<file path="src/rtl/input_cond_pkg.sv">
// Shared edge-mode constants and helpers for the input conditioner.
// The optional auto-repeat feature is selected with INPUT_COND_REPEAT_EN.
package input_cond_pkg;

  typedef enum logic [1:0] {
    EDGE_RISE = 2'd0,
    EDGE_FALL = 2'd1,
    EDGE_BOTH = 2'd2
  } edge_mode_t;

  function automatic int max_int(input int a, input int b);
    return (a > b) ? a : b;
  endfunction

endpackage

</file>
<file path="src/rtl/input_cond_ch.sv">
// One conditioner channel: two-flop sync, counter debounce, edge pulse and,
// when INPUT_COND_REPEAT_EN is defined, auto-repeat while the level is held.
module input_cond_ch
  import input_cond_pkg::*;
#(
  parameter int         DB_CYCLES     = 1000000,
  parameter edge_mode_t EDGE          = EDGE_RISE,
  parameter int         REPEAT_DELAY  = 50000000,
  parameter int         REPEAT_PERIOD = 10000000
) (
  input  logic clk,
  input  logic rst,
  input  logic raw,
  output logic level,
  output logic pulse
);

  localparam int              CW       = $clog2(DB_CYCLES + 1);
  localparam logic [CW-1:0]   CNT_LAST = CW'(DB_CYCLES - 1);

  logic          s1;
  logic          s2;
  logic [CW-1:0] cnt;
  logic          differ;
  logic          accept;
  logic          rise;
  logic          fall;
  logic          edge_hit;
  logic          rpt_hit;

  // A new level is accepted only after DB_CYCLES consecutive differing samples.
  assign differ = s2 ^ level;
  assign accept = differ && (cnt == CNT_LAST);
  assign rise   = accept && !level;
  assign fall   = accept && level;

  always_comb begin
    edge_hit = 1'b0;
    case (EDGE)
      EDGE_RISE: edge_hit = rise;
      EDGE_FALL: edge_hit = fall;
      EDGE_BOTH: edge_hit = accept;
      default:   edge_hit = 1'b0;
    endcase
  end

  always_ff @(posedge clk or posedge rst) begin
    if (rst) begin
      s1    <= 1'b0;
      s2    <= 1'b0;
      cnt   <= '0;
      level <= 1'b0;
      pulse <= 1'b0;
    end else begin
      s1    <= raw;
      s2    <= s1;
      pulse <= edge_hit | rpt_hit;
      if (!differ || accept) cnt <= '0;
      else                   cnt <= cnt + CW'(1);
      if (accept) level <= ~level;
    end
  end

`ifdef INPUT_COND_REPEAT_EN
  localparam int            RW = $clog2(max_int(REPEAT_DELAY, REPEAT_PERIOD) + 1);
  localparam logic [RW-1:0] RPT_FIRST_LAST = RW'(REPEAT_DELAY - 1);
  localparam logic [RW-1:0] RPT_NEXT_LAST  = RW'(REPEAT_PERIOD - 1);

  logic [RW-1:0] rpt_cnt;
  logic          rpt_first;
  logic [RW-1:0] rpt_target;

  // The counter restarts on the rising edge so the first repeat lands
  // REPEAT_DELAY cycles after level rose; a falling edge suppresses it.
  assign rpt_target = rpt_first ? RPT_FIRST_LAST : RPT_NEXT_LAST;
  assign rpt_hit    = level && !fall && (rpt_cnt == rpt_target);

  always_ff @(posedge clk or posedge rst) begin
    if (rst) begin
      rpt_cnt   <= '0;
      rpt_first <= 1'b1;
    end else if (!level || fall) begin
      rpt_cnt   <= '0;
      rpt_first <= 1'b1;
    end else if (rpt_hit) begin
      rpt_cnt   <= '0;
      rpt_first <= 1'b0;
    end else begin
      rpt_cnt <= rpt_cnt + RW'(1);
    end
  end
`else
  logic unused_rpt_cfg;
  assign unused_rpt_cfg = ^{REPEAT_DELAY, REPEAT_PERIOD};
  assign rpt_hit        = 1'b0;
`endif

  a_cnt_bounded: assert property (@(posedge clk) disable iff (rst) cnt <= CNT_LAST);

endmodule

</file>
<file path="src/rtl/input_conditioner.sv">
// N-channel switch/button conditioner built from independent input_cond_ch
// copies. Auto-repeat is compiled in only with INPUT_COND_REPEAT_EN.
module input_conditioner
  import input_cond_pkg::*;
#(
  parameter int         N             = 20,
  parameter int         DB_CYCLES     = 1000000,
  parameter edge_mode_t EDGE          = EDGE_RISE,
  parameter int         REPEAT_DELAY  = 50000000,
  parameter int         REPEAT_PERIOD = 10000000
) (
  input  logic         clk,
  input  logic         rst,
  input  logic [N-1:0] raw,
  output logic [N-1:0] level,
  output logic [N-1:0] pulse
);

  for (genvar i = 0; i < N; i++) begin : g_ch
    input_cond_ch #(
      .DB_CYCLES    (DB_CYCLES),
      .EDGE         (EDGE),
      .REPEAT_DELAY (REPEAT_DELAY),
      .REPEAT_PERIOD(REPEAT_PERIOD)
    ) u_ch (
      .clk  (clk),
      .rst  (rst),
      .raw  (raw[i]),
      .level(level[i]),
      .pulse(pulse[i])
    );
  end

endmodule

</file>
<file path="config.mk">
export PLATFORM = sky130hd
export DESIGN_NAME = input_conditioner
export DESIGN_NICKNAME = d
export VERILOG_FILES = /design/src/rtl/input_cond_pkg.sv /design/src/rtl/input_cond_ch.sv /design/src/rtl/input_conditioner.sv
export SDC_FILE = /design/constraint.sdc
export NUM_CORES = 1
export LEC_CHECK = 0
export CAP_MARGIN = 15
export CORE_MARGIN = 3
export CORE_UTILIZATION = 30
export CTS_CLUSTER_DIAMETER = 100
export DETAILED_ROUTE_END_ITERATION = 6
export MAX_ROUTING_LAYER = met4
export PLACE_DENSITY = 0.43
export SYNTH_ARGS = -nofsm -noshare
export SYNTH_HDL_FRONTEND = slang
export SYNTH_HIERARCHICAL = 1
export SYNTH_SLANG_ARGS = --single-unit
</file>
<file path="constraint.sdc">
create_clock -name clk -period 7.3 [get_ports clk]
set_clock_uncertainty 0.05 [all_clocks]
set_input_delay 1.095 -clock clk [delete_from_list [all_inputs] [get_ports clk]]
set_output_delay 1.095 -clock clk [all_outputs]
set_load 0.005 [all_outputs]
</file>
==> flow_summary.ini <==
[status]
outcome = finished, final reports clean

[final_layout]
area_delta_synth_final_pct = 16.12
fill_cells = 7804
antenna-diode-count = 0
finalInstanceArea_um2 = 27340
drive_gt1_share_pct = 9.332
fin_nets = 2404

[synth]
synth_top_cell_by_area = dfrtp_1
synth_cells = 2260
yosys_warnings = 6
async_reset_ff_share_pct = 100.0
ys_types = 25
syn_area_um2 = 23550
synth_common_cells = dfrtp_1 (480), nor2_1 (240), nand3_1 (200), a21oi_1 (140), nand2_1 (140)
yosysMostFrequentCell = dfrtp_1
syn_avg_cell_area_um2 = 10.42
synth-seq-cells = 480
netlist.area_leader.share_pct = 51.01
syn-num-nets = 2302
synthTopCellsByArea = dfrtp_1 (51%), xnor2_1 (4.5%), xor2_1 (4.5%)
ys_seq_area_share_pct = 51.01
synth_edf_count = 0
ys.flop_type = dfrtp_1

[detailed_routing]
drt-wirelength-per-cell_um = 14.38
totalWireLength_um = 49620
drtAntennaViolNets = 0
vias = 17380
avgViaCountPerCell = 5.035
firstDrtPassIters = 5
drt_iter0_drc = 925
drc_errors = 0

[global_routing]
grt_remaining_overflow = 0
grt_pass1_vias = 17430
antenna_found_initial = 0
grt_pass1_wl_um = 86370
grt_max_degree = 25
grt_use_total_pct = 12.58

[critical_path]
reg2reg_depth = 4
cp_max_fo = 1
critPathTopFamily = buffers and inverters
max_stage_delay_ps = 680
critPathSlowestCell = clkdlybuf4s50_1
arrival_ps = 1650
cp_cell_sequence = clkdlybuf4s50_1
crit_buf_inv = 1
endpoint_kind = output port
startpoint_type = register
reg2reg_slack_ps = 4500
regToRegStartpoint = g_ch[2].u_ch/cnt[10]$_DFF_PP0_
r2r-end = g_ch[2].u_ch/cnt[3]$_DFF_PP0_
crit_start = g_ch[3].u_ch/pulse$_DFF_PP0_
worstPathRequired_ps = 6150
path_class = reg2out

[floorplanning]
coreArea_um2 = 77590
dieArea_um2 = 81890
start_util_pct = 30.35
rows = 102
die_width_um = 286.2
fp.dieH_um = 286.2
pin_count = 62

[timing]
maxSlewViolCount = 0
maxSlewHeadroom_pct = 28.25
worst_pin_slew_ps = 1073
setup_viol = 0
max_freq_ghz = 0.3576
post-route-min-period_ps = 2797
rsz0062_at_grt = false
timing.final.crit_share_pct = 38.31
tns_ps = 0
hold_violations = 0
setup_ws_ps = 4503
whs_ps = 289.0

[placed_design]
dpl_cell_area_um2 = 25230
gp_congestion = 0.7741
place_hpwl_um = 32470
pre_cts_ws_ps = 4463
io_buffers = 61

[flow_run]
maxCapViolations = 0

[clock_network]
cts_buffer_depth = 3
ctsHtreeMaxLevel = 2
cts_tree = built
cts_inserted_buffers = 59
cts_resized = 0
hold_buffers = 0
clk-insertion-delay-late_ps = 620
postCtsSetupBuffers = 0
clkSinkCount = 480
clockRootBuffer = clkbuf_16
clk_pin_slew_ps = 60

[hold_path]
holdCritPathClass = reg2reg
hold_path_depth = 0
min-delay-start = g_ch[3].u_ch/s1$_DFF_PP0_
min_to = g_ch[3].u_ch/s2$_DFF_PP0_

[pwr]
vdd_ir_drop_max_v = 0.0002042
p_leak_uw = 0.01069
power_density_nw_per_um2 = 220.8
==> per-stage QoR <==
stage                     std cells  utilization [%]  power (uW)
final                          3451            35.24        6039
after floorplan                2260                -        2909
after global routing           3451            35.24        6327
after global placement         3341            32.51        2962
after CTS                      3451            35.24        6196
after detailed placement       3341            32.51        2963
==> report_power, final <==
| group | switching [uW] | internal (uW) |
|---|---|---|
| clock | 1170 | 1960 |
| combinational | 116 | 52.1 |
| sequential | 39.6 | 2700 |
| total | 1320 | 4710 |
==> state kept, by name, summed over array words and instances, names as in the netlist <==
register and count:
g_ch.u_ch/s1 20, g_ch.u_ch/s2 20, g_ch.u_ch/pulse 20, g_ch.u_ch/level 20, g_ch.u_ch/cnt 400
==> layout by cell type (no fill, tap or decap), drive strengths merged <==
master         netlist  final
a21oi              140    140
and3                40     40
and4                20     20
buf                 20      1
bufinv               0     10
clkbuf               0     78
clkdlybuf4s50        0     60
clkinv               0     15
clkinvlp             0      4
dfrtp              480    480
ha                  20     20
inv                 80     83
mux2                20     20
nand2              140    140
nand3              200    200
nand4               40     40
nor2               240    240
nor3                20     20
nor3b               20     20
nor4                80     80
o21ai               60     60
o31ai               80     80
o41ai               20     20
or3                120    120
or4                160    160
or4b                20     20
xnor2              120    120
xor2               120    120
==> per-layer routing <==
metal	track usage [%]	share of wire, %	routed length (um)	up-vias
met5	-	0	0	-
met4	3.762	2.3	1119	0
met3	2.462	3.6	1809	84
met2	19.76	46	22900	178
met1	16.51	48	23790	8573
li1	-	-	-	8542
==> final cells by class <==
class,instances,area (um^2),area share (%)
Sequential cell,480,12010,43.93
Multi-Input combinational cell,1680,11010,40.27
Clock buffer,78,1678,6.136
Tap cell,1040,1301,4.759
Timing Repair Buffer,61,605.6,2.215
Clock inverter,32,435.4,1.592
Inverter,80,300.3,1.098
==> worst max-delay path by stage <==
| stage | slack [ps] | end | cells past startpoint |
|---|---|---|---|
| after floorplan | 4880 | g_ch[0].u_ch/level$_DFFE_PP0P_ | 4 |
| after global placement | 4510 | g_ch[2].u_ch/cnt[11]$_DFF_PP0_ | 4 |
| after detailed placement | 4460 | g_ch[18].u_ch/cnt[2]$_DFF_PP0_ | 4 |
| after CTS | 4430 | level[5] | 1 |
| after global routing | 4290 | g_ch[16].u_ch/cnt[11]$_DFF_PP0_ | 5 |
| final | 4500 | pulse[3] | 1 |
==> cells by family (layout without fill, tap and decap cells) <==
group | Yosys count | count (layout) | synth area share, %
flip-flops | 480 | 480 | 51.01
adder cells (fa/ha/maj) | 20 | 20 | 1.063
AND/OR/NAND/NOR | 1100 | 1100 | 26.35
multiplexers | 20 | 20 | 1.275
buffers and inverters | 100 | 251 | 2.232
XOR/XNOR | 240 | 240 | 8.927
AO/OA/AOI/OAI | 300 | 300 | 9.139
No activity file was read; power rests on OpenSTA's default activity.
